===== config.mk =====
export PLATFORM = sky130hd
export DESIGN_NAME = serial_paralelo_rx
export DESIGN_NICKNAME = d
export VERILOG_FILES = /design/src/rtl/phy_pkg.sv /design/src/rtl/serial_paralelo_rx_comma_detect.sv /design/src/rtl/serial_paralelo_rx.sv
export SDC_FILE = /design/constraint.sdc
export NUM_CORES = 1
export LEC_CHECK = 0
export CAP_MARGIN = 20
export CORE_MARGIN = 2
export CORE_UTILIZATION = 45
export DETAILED_ROUTE_END_ITERATION = 12
export GPL_TIMING_DRIVEN = 0
export PLACE_DENSITY = 0.73
export SETUP_SLACK_MARGIN = 0.05
export SYNTH_ARGS = -nofsm -noshare
export SYNTH_HDL_FRONTEND = slang
export SYNTH_HIERARCHICAL = 1
export SYNTH_SLANG_ARGS = --single-unit

===== constraint.sdc =====
create_clock -name clk_32f -period 2.5 [get_ports clk_32f]
set_input_delay 0.5 -clock clk_32f [delete_from_list [all_inputs] [get_ports clk_32f]]
set_output_delay 0.5 -clock clk_32f [all_outputs]
set_load 0.01 [all_outputs]

===== src/rtl/phy_pkg.sv =====
// phy_pkg: symbol constants and receiver state shared by the serial link ends
package phy_pkg;
  localparam logic [7:0] COMMA = 8'hBC;
  localparam logic [7:0] IDLE = 8'h7C;
  localparam int BC_COUNT = 4;
  typedef enum logic [1:0] {SEARCH, ALIGN, LOCKED} state_e;
endpackage


===== src/rtl/serial_paralelo_rx_comma_detect.sv =====
// comma_detect: flags the byte completed by the current bit as comma or idle
module comma_detect #(
  parameter logic [7:0] COMMA = phy_pkg::COMMA,
  parameter logic [7:0] IDLE = phy_pkg::IDLE
) (
  input  logic [7:0] nxt,
  output logic       is_comma,
  output logic       is_idle
);
  assign is_comma = (nxt == COMMA);
  assign is_idle = (nxt == IDLE);
endmodule


===== src/rtl/serial_paralelo_rx.sv =====
// serial_paralelo_rx: comma-aligned serial-to-parallel byte receiver
module serial_paralelo_rx #(
  parameter logic [7:0] COMMA = phy_pkg::COMMA,
  parameter logic [7:0] IDLE = phy_pkg::IDLE,
  parameter int BC_COUNT = phy_pkg::BC_COUNT
) (
  input  logic       clk_32f,
  input  logic       reset_L,
  input  logic       data_in,
  output logic [7:0] data_out,
  output logic       valid_out,
  output logic       byte_strobe,
  output logic       active
);
  import phy_pkg::*;
  localparam logic [3:0] BC_TGT = 4'(BC_COUNT);
  state_e state_q, state_d;
  logic [7:0] sr_q, sr_d, data_q, data_d, nxt;
  logic [2:0] bit_cnt_q, bit_cnt_d;
  logic [3:0] bc_cnt_q, bc_cnt_d, bc_inc;
  logic valid_q, valid_d, strobe_q, strobe_d, active_q, active_d;
  logic is_comma, is_idle;
  assign nxt = {sr_q[6:0], data_in};
  comma_detect #(.COMMA(COMMA), .IDLE(IDLE)) u_det (
    .nxt(nxt),
    .is_comma(is_comma),
    .is_idle(is_idle)
  );
  always_comb begin
    sr_d = nxt;
    state_d = state_q;
    bit_cnt_d = (state_q == SEARCH) ? bit_cnt_q : bit_cnt_q + 3'd1;
    bc_cnt_d = bc_cnt_q;
    bc_inc = (bc_cnt_q == 4'hF) ? 4'hF : bc_cnt_q + 4'd1;
    data_d = data_q;
    valid_d = valid_q;
    strobe_d = 1'b0;
    active_d = active_q;
    case (state_q)
      SEARCH: if (is_comma) begin
        bit_cnt_d = 3'd0;
        bc_cnt_d = 4'd1;
        state_d = (BC_TGT == 4'd1) ? LOCKED : ALIGN;
        active_d = (BC_TGT == 4'd1);
      end
      ALIGN: if (bit_cnt_q == 3'd7) begin
        if (is_comma) begin
          bc_cnt_d = bc_inc;
          if (bc_inc == BC_TGT) begin
            state_d = LOCKED;
            active_d = 1'b1;
          end
        end else begin
          bc_cnt_d = 4'd0;
          state_d = SEARCH;
        end
      end
      LOCKED: if (bit_cnt_q == 3'd7) begin
        data_d = nxt;
        valid_d = !is_comma && !is_idle;
        strobe_d = 1'b1;
      end
      default: state_d = SEARCH;
    endcase
  end
  always_ff @(posedge clk_32f) begin
    if (!reset_L) begin
      state_q <= SEARCH;
      sr_q <= '0;
      bit_cnt_q <= '0;
      bc_cnt_q <= '0;
      data_q <= '0;
      valid_q <= 1'b0;
      strobe_q <= 1'b0;
      active_q <= 1'b0;
    end else begin
      state_q <= state_d;
      sr_q <= sr_d;
      bit_cnt_q <= bit_cnt_d;
      bc_cnt_q <= bc_cnt_d;
      data_q <= data_d;
      valid_q <= valid_d;
      strobe_q <= strobe_d;
      active_q <= active_d;
    end
  end
  assign data_out = data_q;
  assign valid_out = valid_q;
  assign byte_strobe = strobe_q;
  assign active = active_q;
endmodule


# Yosys cells after proc, flatten, opt, wreduce, memory -nomap -nowiden
# Index checks and enable logic that the tools add are counted.
classes:
  n_addsub: 2
  n_eq_ne: 12
  muxes: 19
  n_bitwise: 1
  reduce_logical: 10
ops:
  columns: ["operator", "n"]
  rows:
  - ["$mux 4", 4]
  - ["$mux 3", 3]
  - ["$eq 8x7->1 const B", 1]
  - ["$eq 8x8->1 const B", 1]
  - ["$mux 2", 4]
  - ["$ne 2x2->1 const B", 4]
  - ["$pmux 4 s2", 1]
  - ["$pmux 2 s3", 1]
  - ["$mux 1", 5]
  - ["$reduce_and 5->1", 1]
  - ["$add 4x1->4 const B", 1]
  - ["$eq 4x3->1 const B", 1]
  - ["$eq 4x4->1 const B", 1]
  - ["$reduce_and 2->1", 2]
  - ["$reduce_and 4->1", 1]
  - ["$add 3x1->3 const B", 1]
  - ["$eq 3x3->1 const B", 1]
  - ["$ne 3x3->1 const B", 1]
  - ["$reduce_and 3->1", 1]
  - ["$eq 2x1->1 const B", 1]
  - ["$eq 2x2->1 const B", 1]
  - ["$logic_not 1->1", 2]
  - ["$logic_not 2->1", 1]
  - ["$pmux 1 s2", 1]
  - ["3 further kinds", 3]
word_totals:
  reg_bits: 27
  inputBits: 3
  out_inout_bits: 11

# Longest topological paths before layout
logic_depth:
  ltp_word: 7
  ltp_mapped: 6

# By module
# The synthesis kept the hierarchy.
modules_own_cells:
  columns: ["module", "n_inst", "cells_each", "area_each_um2"]
  rows:
  - ["serial_paralelo_rx", 1, 111, 1114.8]
  - ["comma_detect", 1, 5, 40.0]

# Least setup slack after synthesis
# Ideal clock, no wire load.
synth_timing:
  path_type: "input-to-reg"
  startpoint: "in data_in"
  endpoint: "reg bc_cnt_q[3]"
  setup_ns: 0.080
  t_arrival_ns: 2.014
  path_slack_ns: 0.406
  cell_stages: 5
  cell_sequence: "nand4bb_1 -> nor4_1 -> and4b_2 -> a41oi_2 -> a211oi_2"
synth_between:
  elab_chain_len: 4
synth_lines:
  columns: ["item", "line_no", "text"]
  rows:
  - ["start: declaration", "serial_paralelo_rx.sv:9", "input logic data_in,"]
  - ["$eq 8x8->1 *", "serial_paralelo_rx_comma_detect.sv:10", "assign is_comma = (nxt == COMMA);"]
  - ["named net is_comma", "serial_paralelo_rx.sv:22", "logic is_comma, is_idle;"]
  - ["$mux 4", "serial_paralelo_rx.sv:47", "if (is_comma) begin"]
  - ["$mux 4", "serial_paralelo_rx.sv:46", "ALIGN: if (bit_cnt_q == 3'd7) begin"]
  - ["$pmux 4 s2", "serial_paralelo_rx.sv:39", "case (state_q)"]
  - ["end signal: assignment", "serial_paralelo_rx.sv:80", "bc_cnt_q <= bc_cnt_d;"]
  - ["end: declaration", "serial_paralelo_rx.sv:20", "logic [3:0] bc_cnt_q, bc_cnt_d, bc_inc;"]
# The timed path passes the listed nets; every way through them passes the cells marked *. The select of a mux whose other input is x is not followed.
# A chain may end at the register's enable or synchronous reset.

# Worst setup path after layout
layout_timing:
  startpoint: "in data_in"
  endpoint: "reg bc_cnt_q[2]"
# Same word-level chain as after synthesis.

==> run_results.csv <==
group,metric,value,unit
clocking,clock_latency,0.33,ns
global_routing,grt_max_degree,17,
timing,skew,0.00739,ns
power,p_per_area,480,mW/mm2
clocking,ctsHoldBuffers,0,
global_routing,grt_pass1_vias,840,
global_routing,antenna_found_initial,0,
setup_path,cp_top_family,"simple AND/OR/NAND/NOR gates",
clocking,post_cts_buffers,0,
logic_synthesis,synth_top_cells_by_count,"dfxtp_1, nor2_1, a21oi_1, mux2i_1, and2_1",
setup_path,max_stage_delay,0.52,ns
detailed_routing,postRouteAntennaNets,0,
global_routing,track_usage,0.170,
logic_synthesis,yosysSeqAreaShare,0.468,
timing,fin_ws,0.264,ns
logic_synthesis,synth_area_leaders,"dfxtp_1, mux2i_1, a21oi_1",
detailed_routing,met3_length,80,um
timing,layout_min_cycle_time,2.24,ns
min_path,hp-class,"reg -> reg",
detailed_routing,routed.top_layer,"met4",
logic_synthesis,syn_avg_cell_area,9.96,um2
place,gp_congestion,0.801,
global_routing,grt_pass1_wl,3570,um
clocking,clock_sinks,27,
clocking,cts_tree,"yes",
timing,relSlewSlack,0.660,
timing,finalHoldViolCount,0,
logic_synthesis,synth-seq-cells,27,
die,die_width,54.7,um
setup_path,crit_chain,"clkdlybuf4s50_1 > nand4bb_1 > nor4_4 > and4b_2 > o21ai_1 > a211oi_1",
timing,rsz0062_at_grt,"no",
logic_synthesis,synthArstFlopShare,0,
timing,setup_violations,0,
setup_path,worst-path-buf-inv,1,
setup_path,path_max_fanout,9,
logic_synthesis,synth_cell_types,38,
die,dieHeight,54.7,um
logic_synthesis,netlist_area,0.00115,mm2
cells_and_area,drive_above_1_share,0.113,
power,p_total,0.656,mW
clocking,htreeDepth,1,
die,ios,14,
clocking,clk_pin_slew_worst_paths,0.15,ns
timing,slew_viol_final,0,
logic_synthesis,synth_edf_count,0,
logic_synthesis,synth_top_area_frac,0.468,
timing,worst_pin_slew,0.507,ns
place,place_inst,159,
timing,whs,0.469,ns
run_status,status,"finished clean",
logic_synthesis,yosysMostFrequentCell,"dfxtp_1",
place,post-place-ws,-0.521,ns
power,p_leak,0.528,nW
setup_path,slowest_stage,"nor4_4",
die,start_util,0.470,
cells_and_area,antenna_cells,0,
place,dp.final_hpwl,1560,um
timing,fmax,447,MHz
detailed_routing,drt-met1-wl,1080,um
cells_and_area,syn2layout_area_growth,18.4,%
place,port_buffers,13,
setup_path,critPathRequiredTime,2.75,ns
logic_synthesis,synthesis.nets,122,
detailed_routing,first_iter_violations,7,
logic_synthesis,yosysTopAreaCell,"dfxtp_1",
clocking,cts.path.max_buffers,2,
cells_and_area,final-instance-count-excl-fill,163,
clocking,tritoncts.num_buffers,3,
detailed_routing,viasPerCell,5.31,
cells_and_area,final_util,0.557,
detailed_routing,wl_per_cell,13.8,um
detailed_routing,drt-pass1-iter-count,4,
detailed_routing,dr_wl_met2,1050,um
cells_and_area,final_nets,140,
detailed_routing,routed_wl,2250,um
logic_synthesis,ys.flop_type,"dfxtp_1",
detailed_routing,vias,865,
setup_path,crit_type,"in -> reg",
logic_synthesis,syn_inst,116,
logic_synthesis,ys_warn_count,6,
timing,finalCritPeriodShare,0.894,
die,die_area,0.00299,mm2
die,rows,18,
setup_path,startpoint_type,"input port",
flow_run,cap_violations,0,
detailed_routing,drc,0,
setup_path,crit_path_end_kind,"register",
cells_and_area,nFillCells,208,
power,vdd_drop_max,392,uV
die,fp.coreArea,0.00245,mm2
setup_path,critical_path_arrival,2.49,ns
clocking,root_buffer,"clkbuf_4",
global_routing,grt.overflow.total,0,
[routing by layer]
layer,vias to the layer above,track usage
met2,14,0.266
met4,0,0.113
met1,402,0.209
met5,-,0
li1,447,-
met3,2,0.0355
[flip-flops by register name, summed over array words and instances (netlist names)]
register,flops
bc_cnt_q,4
valid_out,1
sr_q,7
data_out,8
byte_strobe,1
bit_cnt_q,3
active,1
state_q,2
[final timing paths]
kind	start	end	slack (ns)	depth (start not counted)
hold reg to reg	valid_out	valid_out	0.47	2
setup reg to reg	sr_q[0]	bc_cnt_q[2]	0.53	5
setup / recovery	data_in	bc_cnt_q[2]	0.26	6
hold / removal	valid_out	valid_out	0.47	2
[stage by stage]
step	TNS (ns)	area, um2
global placement	-2.25	1320
detailed placement	-2.97	1320
finish	0	1370
floorplan	0	1150
global route	0	1370
CTS	0	1360
[where the power goes]
group          internal [mW]  switching, mW
clock                 0.0614          0.134
combinational        0.00920         0.0116
sequential             0.435        0.00485
[worst reg2reg max path: cells and delay by family, from the launching register on]
kind            cells  cell delay [ns]
simple gates        3             1.21
compound gates      2             0.33
flops               1             0.35
[final cells by class]
class | count | area [um2] | area share
tap | 30 | 37.5 | 0.0274
sequential | 27 | 541 | 0.395
clock inverter | 1 | 7.51 | 0.00549
inverter | 4 | 15.0 | 0.0110
clock buffer | 3 | 22.5 | 0.0165
timing repair buffer | 13 | 130 | 0.0952
buffer | 6 | 38.8 | 0.0284
multi-input combinational | 79 | 576 | 0.421
[cell families after synthesis]
group           count (synthesis)  synth area share
buf+inv                        10            0.0466
mux                             9            0.0780
flops                          27             0.468
compound gates                 25             0.154
simple gates                   42             0.221
fa+ha+maj                       3            0.0325
[timing repair]
item,CTS,global route
endpoints found under the setup margin,6,4
pin swaps,0,0
gates resized for setup,1,1
[cells in the final DEF (no fill, tap or decap), drive strengths merged, types with 2 or more instances in the layout]
cell type / netlist / layout
a211oi: 4 / 4
clkdlybuf4s50: 0 / 13
ha: 3 / 3
a21oi: 9 / 9
buf: 4 / 4
nand3b: 4 / 4
nor4b: 2 / 2
clkbuf: 2 / 5
mux2i: 9 / 9
inv: 3 / 3
o21ai: 5 / 5
and2: 7 / 7
nor2: 12 / 12
and4b: 2 / 2
dfxtp: 27 / 27
nand4b: 2 / 2
nand2: 5 / 5
No activity file was read; power rests on OpenSTA's default activity.
